$ cat config.mk
export PLATFORM = sky130hd
export DESIGN_NAME = voiceprint_result_reporter
export DESIGN_NICKNAME = d
export VERILOG_FILES = /design/src/rtl/voiceprint_pkg.sv /design/src/rtl/vp_msg_rom.sv /design/src/rtl/voiceprint_result_reporter.sv
export SDC_FILE = /design/constraint.sdc
export NUM_CORES = 1
export LEC_CHECK = 0
export CAP_MARGIN = 30
export CORE_UTILIZATION = 54
export CTS_CLUSTER_SIZE = 28
export DETAILED_ROUTE_END_ITERATION = 8
export GPL_TIMING_DRIVEN = 1
export PLACE_DENSITY = 0.9
export SLEW_MARGIN = 15
export SYNTH_ARGS = -nofsm -noshare
export SYNTH_HDL_FRONTEND = slang
export SYNTH_SLANG_ARGS = --single-unit
$ cat constraint.sdc
create_clock -name clk -period 2.84 [get_ports clk]
set_clock_uncertainty 0.2 [all_clocks]
set_input_delay 0.284 -clock clk [delete_from_list [all_inputs] [get_ports clk]]
set_output_delay 0.284 -clock clk [all_outputs]
set_load 0.05 [all_outputs]
$ cat src/rtl/voiceprint_pkg.sv
// voiceprint_pkg: shared FSM/message encodings and ASCII constants for the result reporter.
package voiceprint_pkg;
    typedef enum logic {IDLE, SEND} state_e;
    typedef enum logic {MSG_RES, MSG_TRN} msg_e;

    localparam logic [7:0] ASC_I     = 8'h49;
    localparam logic [7:0] ASC_D     = 8'h44;
    localparam logic [7:0] ASC_COLON = 8'h3A;
    localparam logic [7:0] ASC_T     = 8'h54;
    localparam logic [7:0] ASC_R     = 8'h52;
    localparam logic [7:0] ASC_N     = 8'h4E;
    localparam logic [7:0] ASC_X     = 8'h58;
    localparam logic [7:0] ASC_0     = 8'h30;
    localparam logic [7:0] ASC_CR    = 8'h0D;
    localparam logic [7:0] ASC_LF    = 8'h0A;

    localparam logic [2:0] MSG_LEN_RES = 3'd6;
    localparam logic [2:0] MSG_LEN_TRN = 3'd5;

    function automatic logic [2:0] msg_last_idx(input msg_e t);
        return (t == MSG_TRN) ? MSG_LEN_TRN - 3'd1 : MSG_LEN_RES - 3'd1;
    endfunction
endpackage

$ cat src/rtl/vp_msg_rom.sv
// vp_msg_rom: combinational message byte lookup for RESULT ("ID:C\r\n") and TRAIN ("TRN\r\n").
module vp_msg_rom
    import voiceprint_pkg::*;
#(
    parameter logic [2:0] NO_MATCH_CODE = 3'd7
) (
    input  msg_e       msg_type_i,
    input  logic [2:0] idx_i,
    input  logic [2:0] val_i,
    output logic [7:0] data_o
);
    logic [7:0] code;

    always_comb begin
        code   = (val_i == NO_MATCH_CODE) ? ASC_X : ASC_0 + {5'd0, val_i};
        data_o = 8'h00;
        if (msg_type_i == MSG_TRN) begin
            case (idx_i)
                3'd0:    data_o = ASC_T;
                3'd1:    data_o = ASC_R;
                3'd2:    data_o = ASC_N;
                3'd3:    data_o = ASC_CR;
                3'd4:    data_o = ASC_LF;
                default: data_o = 8'h00;
            endcase
        end else begin
            case (idx_i)
                3'd0:    data_o = ASC_I;
                3'd1:    data_o = ASC_D;
                3'd2:    data_o = ASC_COLON;
                3'd3:    data_o = code;
                3'd4:    data_o = ASC_CR;
                3'd5:    data_o = ASC_LF;
                default: data_o = 8'h00;
            endcase
        end
    end
endmodule

$ cat src/rtl/voiceprint_result_reporter.sv
// voiceprint_result_reporter: captures recognition/training events and streams them
// as ASCII messages over a valid/ready byte interface to the UART TX.
module voiceprint_result_reporter
    import voiceprint_pkg::*;
#(
    parameter logic [2:0] NO_MATCH_CODE = 3'd7,
    parameter int         CNT_WIDTH     = 8
) (
    input  logic                 clk,
    input  logic                 rst_n,
    input  logic [2:0]           recognition_result,
    input  logic                 recognition_result_flag,
    input  logic                 train_down,
    input  logic                 tx_ready,
    output logic                 tx_valid,
    output logic [7:0]           tx_data,
    output logic                 busy,
    output logic [2:0]           last_result,
    output logic                 last_result_valid,
    output logic [CNT_WIDTH-1:0] dropped_cnt
);
    state_e               state_q, state_d;
    msg_e                 type_q, type_d;
    logic [2:0]           idx_q, idx_d;
    logic [2:0]           msg_val_q, msg_val_d;
    logic                 pend_res_q, pend_res_d;
    logic [2:0]           pend_val_q, pend_val_d;
    logic                 pend_trn_q, pend_trn_d;
    logic                 train_q;
    logic [2:0]           last_q, last_d;
    logic                 last_valid_q;
    logic [CNT_WIDTH-1:0] drop_q, drop_d;
    logic                 take_res, take_trn;
    logic [7:0]           rom_data;

    always_ff @(posedge clk or negedge rst_n) begin
        if (!rst_n) begin
            state_q      <= IDLE;
            type_q       <= MSG_RES;
            idx_q        <= '0;
            msg_val_q    <= '0;
            pend_res_q   <= 1'b0;
            pend_val_q   <= '0;
            pend_trn_q   <= 1'b0;
            train_q      <= 1'b0;
            last_q       <= '0;
            last_valid_q <= 1'b0;
            drop_q       <= '0;
        end else begin
            state_q      <= state_d;
            type_q       <= type_d;
            idx_q        <= idx_d;
            msg_val_q    <= msg_val_d;
            pend_res_q   <= pend_res_d;
            pend_val_q   <= pend_val_d;
            pend_trn_q   <= pend_trn_d;
            train_q      <= train_down;
            last_q       <= last_d;
            last_valid_q <= last_valid_q | recognition_result_flag;
            drop_q       <= drop_d;
        end
    end

    always_comb begin
        state_d   = state_q;
        type_d    = type_q;
        idx_d     = idx_q;
        msg_val_d = msg_val_q;
        take_res  = 1'b0;
        take_trn  = 1'b0;
        if (state_q == IDLE) begin
            if (pend_trn_q) begin
                take_trn = 1'b1;
                type_d   = MSG_TRN;
                idx_d    = '0;
                state_d  = SEND;
            end else if (pend_res_q) begin
                take_res  = 1'b1;
                type_d    = MSG_RES;
                msg_val_d = pend_val_q;
                idx_d     = '0;
                state_d   = SEND;
            end
        end else if (tx_ready) begin
            idx_d = idx_q + 3'd1;
            if (idx_q == msg_last_idx(type_q))
                state_d = IDLE;
        end
        // A new flag in the consuming cycle refills pending rather than dropping.
        pend_trn_d = (train_down & ~train_q) | (pend_trn_q & ~take_trn);
        pend_res_d = recognition_result_flag | (pend_res_q & ~take_res);
        pend_val_d = recognition_result_flag ? recognition_result : pend_val_q;
        last_d     = recognition_result_flag ? recognition_result : last_q;
        drop_d     = (recognition_result_flag & pend_res_q & ~take_res & ~&drop_q)
                     ? drop_q + CNT_WIDTH'(1) : drop_q;
    end

    vp_msg_rom #(.NO_MATCH_CODE(NO_MATCH_CODE)) u_rom (
        .msg_type_i (type_q),
        .idx_i      (idx_q),
        .val_i      (msg_val_q),
        .data_o     (rom_data)
    );

    assign tx_valid          = (state_q == SEND);
    assign tx_data           = tx_valid ? rom_data : 8'h00;
    assign busy              = tx_valid | pend_res_q | pend_trn_q;
    assign last_result       = last_q;
    assign last_result_valid = last_valid_q;
    assign dropped_cnt       = drop_q;
endmodule

==> key figures <==
Job
  • Max_cap viols: 0

Critical path
  • Crit path buf inv count: 2
  • Setup Crit Path Kind: reg -> out
  • Worst path depth: 3
  • Slowest cell delay on critical path: 0.84 ns
  • R2r startpoint: tx_valid
  • Crit path launch type: register
  • CP startpoint: tx_valid
  • Crit path max fanout: 13
  • Critical-path top delay cell: clkdlybuf4s50_1
  • Crit path cell chain: inv_1 > nor3_1 > clkdlybuf4s50_1
  • R2r setup slk: 1.10 ns
  • End point of the critical path: tx_data[4]
  • CP delay by family, top: buffers and inverters
  • CP required: 2.36 ns
  • Arrival time at the worst endpoint: 2.24 ns
  • Worst Setup End Kind: output port
  • Reg-to-Reg End: dropped_cnt[1]
  • Reg2reg path depth: 4

Place
  • IO buf count: 28
  • Final RePlAce weighted congestion: 0.9343
  • Post-DP HPWL: 2188 um

Final layout
  • Area of the multi-input gates: 762.0 um2
  • Final Core Density: 74.10%
  • Sequential cell area: 578.1 um2
  • Final net count: 182
  • Synthesis-to-finish area growth: 24.14%
  • Layout fillers: 165
  • ANT cells: 0
  • Layout cell share with drive strength beyond 1: 19.88%

Synthesis
  • Sequential-to-total area share from yosys stat: 41.59%
  • Mapped Area: 1384 um2
  • Post-synthesis cell type count: 45
  • Async SR Flop Fraction: 100.0%
  • Share of the synthesized area in the top cell type: 41.59%
  • Largest area contributor in the netlist: dfrtp_1
  • Synth top area cells: dfrtp_1, mux2_2, ha_1
  • Top_reg_cell synth: dfrtp_1
  • Synth top cells by count: dfrtp_1, nand2_1, a21oi_1, mux2_2
  • Cells after Synth: 138
  • #FFs+latches synth: 23
  • YS warnings: 0
  • Post-synth EDFFs: 0
  • Syn Area/Cell: 10.03 um2
  • Synth Net Count: 153
  • Most frequent cell after synthesis: dfrtp_1

STA
  • Hold Fails Final Rpt: 0
  • RSZ-0062 raised after global routing: false
  • Final Cycle Share: 95.76%
  • Peak Freq: 0.3677 GHz
  • Tmin final: 2.720 ns
  • Total negative slack: 0 ns
  • Max-slew violations: 0
  • Relative slew slack: 66.10%
  • Final Setup Violations: 0
  • Worst Tran Pin Value: 0.5069 ns

Die
  • Starting density of the core: 59.69%
  • Die ar.: 2769 um2
  • Core area: 2318 um2
  • Die width: 52.62 um
  • Site Rows: 17
  • Boundary Pins: 30
  • Die Span Y: 52.62 um

Route
  • DR iter-0 viols: 67
  • Via Count: 1197
  • Post-route ant nets: 0
  • Average wire per standard cell: 15.44 um
  • Drt total wl: 2996 um
  • DRC violations left: 0
  • Vias per std cell: 6.170
  • First-pass DRT Iterations: 6

Clocking
  • Clock Latency Late Sink: 0.32 ns
  • Clk sink count: 23
  • Cts repair resizes: 0
  • Num CTS Buffers: 3
  • Clock root buffer master: clkbuf_4
  • Maximum clock path buffer count: 2
  • CTS tree: yes
  • Hold_buf cts: 0
  • Clock transition at the registers of the reported paths: 0.12 ns
  • H-tree depth: 1
  • Setup Fix Bufs, Post-CTS: 0

Global routing
  • First-pass GRT wire length: 5037 um
  • Grt total ovfl: 0
  • Largest net degree at the start of global routing: 24
  • Initial antenna violation count: 0
  • Vias in the first global route: 1149
  • Tot GR Track Use: 25.40%

Outcome
  • Status: finished clean

Min path
  • HP Class: in -> async
how the worst min path moves through the flow:
| stage | from | to | cells past startpoint |
|---|---|---|---|
| 2_1_floorplan | rst_n | dropped_cnt[0] | 0 |
| 3_3_place_gp | train_q | pend_trn_q | 1 |
| 3_5_place_dp | train_q | pend_trn_q | 1 |
| 4_1_cts | rst_n | dropped_cnt[6] | 2 |
| 5_1_grt | rst_n | dropped_cnt[6] | 2 |
| 6_report | rst_n | dropped_cnt[6] | 2 |
cell type report:
cell class                      instances  share of cell area [%]
Clock buffer                            3                   1.311
Clock inverter                          1                  0.2913
Inverter                                7                   1.748
Multi-Input combinational cell        103                   44.36
Sequential cell                        23                   33.65
Tap cell                               28                   2.039
Timing Repair Buffer                   29                   16.61
per-stage QoR:
stage               cell area, um2  hold WS [ns]  worst slack (ns)  cells
floorplan                     1390       -0.2116            0.2280    138
global placement              1684        0.2133            0.5374    190
detailed placement            1684        0.2306            0.4739    190
CTS                           1712       0.09284           0.09671    194
global route                  1718        0.1213           0.02662    194
finish                        1718       0.09136            0.1203    194
layout by cell type (no fill, tap or decap), drive strengths merged, types with 4 or more instances in the layout:
cell           instances
nand3                  8
mux2                  10
ha                     7
nor3                   6
nand2                 12
xnor2                  4
buf                    7
o21ai                  7
a21oi                  9
dfrtp                 23
nor2                   8
clkdlybuf4s50         22
inv                    6
cell families (layout without fill, tap and decap cells):
kind of cell / Yosys count / after routing / share of synthesized area, %
mux: 11 / 11 / 8.861
other cells: 1 / 1 / 0.2710
simple gates: 43 / 43 / 16.37
flops: 23 / 23 / 41.59
fa+ha+maj: 7 / 7 / 6.329
xor+xnor: 6 / 6 / 3.797
compound gates: 35 / 35 / 18.99
buf+inv: 12 / 40 / 3.797
state kept, by name, indices dropped and copies added (netlist names):
signal	flops
train_q	1
msg_val_q	3
last_result	3
tx_valid	1
last_result_valid	1
pend_res_q	1
type_q	1
dropped_cnt	8
pend_trn_q	1
idx_q	3
routing by layer:
metal	vias up	wire, um	track usage (%)
li1	563	-	-
met4	0	85	11.40
met5	-	0	0
met2	54	1500	44.73
met1	565	1227	30.17
met3	15	183	3.768
Power is left out: the tool's default activity adds up to more than one toggle a clock period on the data nets, which glitch-free logic cannot reach.
